### src/rtl/neuron_sample_feeder.sv
// Sample store and streaming source for NeuronModule training runs.
// Optional FEEDER_EPOCH_LIMIT_EN adds an ABORT state and a timeout output after MAX_EPOCHS passes.
module neuron_sample_feeder #(
  parameter int DEPTH      = 8,
  parameter int X_W        = 7,
  parameter int T_W        = 2,
  parameter int N_W        = 32,
  parameter int MAX_EPOCHS = 255
) (
  input  logic                  clk,
  input  logic                  rst_n,
  input  logic                  wrEn,
  input  logic signed [X_W-1:0] wrX1,
  input  logic signed [X_W-1:0] wrX2,
  input  logic signed [T_W-1:0] wrT,
  input  logic                  clear,
  input  logic                  runReq,
  output logic                  start,
  output logic signed [X_W-1:0] X1Bus,
  output logic signed [X_W-1:0] X2Bus,
  output logic signed [T_W-1:0] tBus,
  output logic [N_W-1:0]        nBus,
  input  logic                  readyToGetData,
  input  logic                  updateState,
  input  logic                  reinitializingState,
  input  logic                  done,
  output logic                  busy,
  output logic                  finished,
  output logic [15:0]           epochCount,
  output logic                  loadOverflow,
`ifdef FEEDER_EPOCH_LIMIT_EN
  output logic                  timeout,
`endif
  output logic                  emptyErr
);

  localparam int CNT_W = $clog2(DEPTH + 1);
  localparam int IDX_W = (DEPTH > 1) ? $clog2(DEPTH) : 1;

  typedef enum logic [2:0] {
    IDLE     = 3'd0,
    START    = 3'd1,
    STREAM   = 3'd2,
    FINISHED = 3'd3,
    ABORT    = 3'd4
  } state_t;

  state_t state, state_nxt;

  logic signed [X_W-1:0] x1_mem [DEPTH];
  logic signed [X_W-1:0] x2_mem [DEPTH];
  logic signed [T_W-1:0] t_mem  [DEPTH];

  logic [CNT_W-1:0] count;
  logic [CNT_W-1:0] eff_count;
  logic [IDX_W-1:0] index;
  logic [IDX_W-1:0] idx_nxt;
  logic             st_cnt;
  logic             idle_like, wr_ok, ovf_set, run_ok, adv, wrap, limit_hit;

  function automatic logic [15:0] sat_inc(input logic [15:0] v);
    return (v == 16'hFFFF) ? v : v + 16'd1;
  endfunction

  assign idle_like = (state == IDLE) || (state == FINISHED) || (state == ABORT);
  assign wr_ok     = idle_like && wrEn && !clear && (count != CNT_W'(DEPTH));
  assign ovf_set   = idle_like && wrEn && !clear && (count == CNT_W'(DEPTH));
  // Count the run will see: clear empties first, a same-cycle write lands before runReq.
  assign eff_count = clear ? '0 : (wr_ok ? count + 1'b1 : count);
  assign run_ok    = idle_like && runReq && (eff_count != '0);

  assign adv     = (state == STREAM) && readyToGetData && !updateState
                   && !reinitializingState && !done;
  assign wrap    = (CNT_W'(index) == count - 1'b1);
  assign idx_nxt = wrap ? '0 : index + 1'b1;

`ifdef FEEDER_EPOCH_LIMIT_EN
  assign limit_hit = adv && wrap && (sat_inc(epochCount) >= 16'(MAX_EPOCHS));
  assign timeout   = (state == ABORT);
`else
  logic unused_lim;
  assign limit_hit  = 1'b0;
  assign unused_lim = ^16'(MAX_EPOCHS);
`endif

  assign start = (state == START);
  assign busy  = (state == START) || (state == STREAM);

  always_ff @(posedge clk or negedge rst_n) begin
    if (!rst_n) state <= IDLE;
    else        state <= state_nxt;
  end

  always_comb begin
    state_nxt = state;
    unique case (state)
      IDLE:            if (run_ok) state_nxt = START;
      START:           if (st_cnt) state_nxt = STREAM;
      STREAM: begin
        if (done)           state_nxt = FINISHED;
        else if (limit_hit) state_nxt = ABORT;
      end
      FINISHED, ABORT: begin
        if (run_ok)     state_nxt = START;
        else if (clear) state_nxt = IDLE;
      end
      default:         state_nxt = IDLE;
    endcase
  end

  // Sample store: data only, no reset needed.
  always_ff @(posedge clk) begin
    if (wr_ok) begin
      x1_mem[count[IDX_W-1:0]] <= wrX1;
      x2_mem[count[IDX_W-1:0]] <= wrX2;
      t_mem[count[IDX_W-1:0]]  <= wrT;
    end
  end

  always_ff @(posedge clk or negedge rst_n) begin
    if (!rst_n) begin
      count        <= '0;
      index        <= '0;
      st_cnt       <= 1'b0;
      loadOverflow <= 1'b0;
      emptyErr     <= 1'b0;
      finished     <= 1'b0;
      epochCount   <= '0;
      nBus         <= '0;
      X1Bus        <= '0;
      X2Bus        <= '0;
      tBus         <= '0;
    end else begin
      st_cnt   <= (state == START) ? ~st_cnt : 1'b0;
      emptyErr <= idle_like && runReq && (eff_count == '0);
      if (idle_like && clear) begin
        count        <= '0;
        loadOverflow <= 1'b0;
        finished     <= 1'b0;
      end else begin
        if (wr_ok)   count        <= count + 1'b1;
        if (ovf_set) loadOverflow <= 1'b1;
      end
      if (run_ok) begin
        index      <= '0;
        epochCount <= '0;
        finished   <= 1'b0;
        nBus       <= N_W'(eff_count);
        // Slot 0 may be written in this same cycle, so forward the write data.
        X1Bus      <= (wr_ok && count == '0) ? wrX1 : x1_mem[0];
        X2Bus      <= (wr_ok && count == '0) ? wrX2 : x2_mem[0];
        tBus       <= (wr_ok && count == '0) ? wrT  : t_mem[0];
      end
      if (state == STREAM && done) begin
        finished <= 1'b1;
      end else if (adv) begin
        index <= idx_nxt;
        X1Bus <= x1_mem[idx_nxt];
        X2Bus <= x2_mem[idx_nxt];
        tBus  <= t_mem[idx_nxt];
        if (wrap) epochCount <= sat_inc(epochCount);
      end
    end
  end

endmodule
### config.mk
export PLATFORM = sky130hd
export DESIGN_NAME = neuron_sample_feeder
export DESIGN_NICKNAME = d
export VERILOG_FILES = /design/src/rtl/neuron_sample_feeder.sv
export SDC_FILE = /design/constraint.sdc
export NUM_CORES = 1
export LEC_CHECK = 0
export ABC_AREA = 1
export CORE_MARGIN = 3
export CORE_UTILIZATION = 30
export DETAILED_ROUTE_END_ITERATION = 7
export GPL_ROUTABILITY_DRIVEN = 1
export PLACE_DENSITY = 0.49
export SYNTH_ARGS = -nofsm -noshare
export SYNTH_HDL_FRONTEND = slang
export SYNTH_SLANG_ARGS = --single-unit
### constraint.sdc
create_clock -name clk -period 2.8 [get_ports clk]
set_input_delay 0.42 -clock clk [delete_from_list [all_inputs] [get_ports clk]]
set_output_delay 0.42 -clock clk [all_outputs]
set_load 0.05 [all_outputs]
==> run metrics <==
status finished, final reports clean; Final Max Tran Viols 0; Slew headroom 37.3%; layout cell share with drive strength beyond 1 10.6%; Commonest cells post-synth nand3_1, nand2_1, inv_1, edfxtp_1, nor2_1; Max clock buf depth 2; final period utilization 92.6%; Final Skew 0.0145 ns; first-pass GRT wire length 34,800 µm; TritonCTS buffer count 17; Starting Density 30.8%; worst hold path type in -> async; TritonCTS clock tree built; RSZ-0062 raised after global routing no; Post-CTS Setup Bufs 0; FFs w/ async S/R, synth 27.7%; pwr dens 929 nW/µm²; Crit. End Element primary output; GRT overflow 0; CP Max Fanout 6; number of global-route vias before repair 6,020; cell taking the most area after synthesis edfxtp_1; Main synth FF type edfxtp_1; dominant cell by count in the synthesized netlist nand3_1; Placer Congestion 0.770; Final Hold Viols 0; clk_lat worst skew 0.43 ns; number of synthesized flops with an enable pin 128; Top Ports 94; H-tree Lvls 4; vias per cell 4.46; Post-Synthesis Cells 973; #FFs+latches synth 177; die footprint 32,000 µm²; die height 179 µm; setup violators final 0; Buffers on Ports 65; # DRC 0; worst slew pin tran 0.940 ns; WS Path Type reg -> out; CTS Sinks 177; crit start category register; Synth Warn # 0; initial DRC count 446; Pre-Repair DR Iteration Count 6; Post-Route Setup TNS 0 ns; Synth Cell Area 8970 µm²; Seq/Total Area, Yosys 56.5%; core region area 29,100 µm²; Area growth, synth to finish 18.9%; worst vdd ir 0.000622 V; data required time of the critical path 2.38 ns; crit path DAT 2.17 ns; largest cells by area after synthesis edfxtp_1, dfrtp_1, nand3_1; initial antenna violation count 0; die width 179 µm; maximum clock rate 0.386 GHz; Pleak 4.66 nW; Cell variety after synth 38; Layout Nets 1,082; wire per inst 15.4 µm; Final HPWL DP 14,000 µm; pin count of the biggest net entering global routing 43; ANT cells 0; DRT Wirelength 22,200 µm; row count 62; GRT Overall Usage 14.3%; CTS Root Cell clkbuf_16; routed via count 6,441; fin crit period 2.59 ns; post-synth top area share 42.9%; clock slew at reported path FFs 0.07 ns; max_cap viols 0; total power 0.00990 W; post-detailed-route count of antenna-violating nets 0; Synth Area per Inst 9.21 µm²
## layout make-up
| cell class | instances | area [µm²] |
|---|---|---|
| timing repair buffer | 96 | 941 |
| tap | 384 | 480 |
| clock buffer | 19 | 433 |
| clock inverter | 13 | 173 |
| fill | 2942 | 18400 |
| sequential | 177 | 5070 |
| inverter | 159 | 599 |
| multi-input combinational | 597 | 2970 |
## cells by family (layout without fill, tap and decap cells)
kind of cell               after synthesis  count (layout)  synth area share [%]
other                                    1              28                0.0418
AOI/OAI and AO/OA                       56              56                  3.84
buffers and inverters                  226             287                  11.8
and+or+nand+nor                        498             498                  25.9
xor gates and xnor gates                 6               6                 0.586
adders and majority gates                9               9                  1.26
DFF                                    177             177                  56.5
## flip-flops by register name (all words and copies together) (netlist names)
signal        cells
X1Bus             7
tBus              2
x2_mem           56
nBus              4
X2Bus             7
epochCount       16
finished          1
t_mem            16
x1_mem           56
state             2
st_cnt            1
emptyErr          1
loadOverflow      1
index             3
count             4
## stage by stage
step	hold WS, ns	utilization, %	instances	setup WS [ns]	cell area [µm²]
after floorplan	0.124	-	1000	0.232	9080
after global placement	0.412	34.6	1413	0.237	10100
after detailed placement	0.415	34.6	1413	0.266	10100
after CTS	0.155	36.6	1445	0.187	10700
after global routing	0.186	36.6	1445	0.00364	10700
final	0.131	36.6	1445	0.208	10700
## where the power goes
| part | internal (W) | switching (W) |
|---|---|---|
| combinational | 0.00130 | 0.00280 |
| sequential | 0.00313 | 0.000229 |
| clock | 0.00135 | 0.00109 |
| total | 0.00579 | 0.00412 |
## critical path, stage by stage (launching register included)
cell and delay (ns):
dfrtp_1 0.40, inv_1 0.08, ha_1 0.41, clkdlybuf4s50_1 0.85
## routing by layer
| metal | track usage (%) | share of wire, % |
|---|---|---|
| met2 | 23.3 | 47 |
| met4 | 2.99 | 0.61 |
| met1 | 19.8 | 48 |
| met5 | 0 | 0 |
| met3 | 2.88 | 4.9 |
## repair_timing
item                                    CTS  global route
gates resized for setup                   0             1
hold buffers                              0             0
endpoints found under the setup margin    0            10
## placed cells by master (no fill, tap or decap), drive strengths merged
cell type,n
o22ai,1
ha,9
nand2,182
or2,5
buf,32
nand4,4
edfxtp,128
nor2,95
o2111ai,4
bufinv,2
a21oi,19
nor3,7
a21o,1
conb,28
clkinvlp,1
clkbuf,19
xnor2,3
dfrtp,49
clkinv,5
xor2,3
a31o,1
clkdlybuf4s50,64
o21ai,30
nor3b,1
nand3b,22
inv,164
nand3,182
## final timing paths
kind / start / endpoint / slack [ns] / cells after the start
worst max-delay path: state[1] / busy / 0.21 / 3
worst min-delay path: rst_n / nBus[3] / 0.13 / 1
worst max register to register: state[0] / X2Bus[5] / 0.30 / 15
worst min register to register: st_cnt / st_cnt / 0.42 / 1
max in group asynchronous: rst_n / X1Bus[5] / 1.91 / 2
min in group clk: st_cnt / st_cnt / 0.42 / 1
Power figures use the tool's default switching activity.
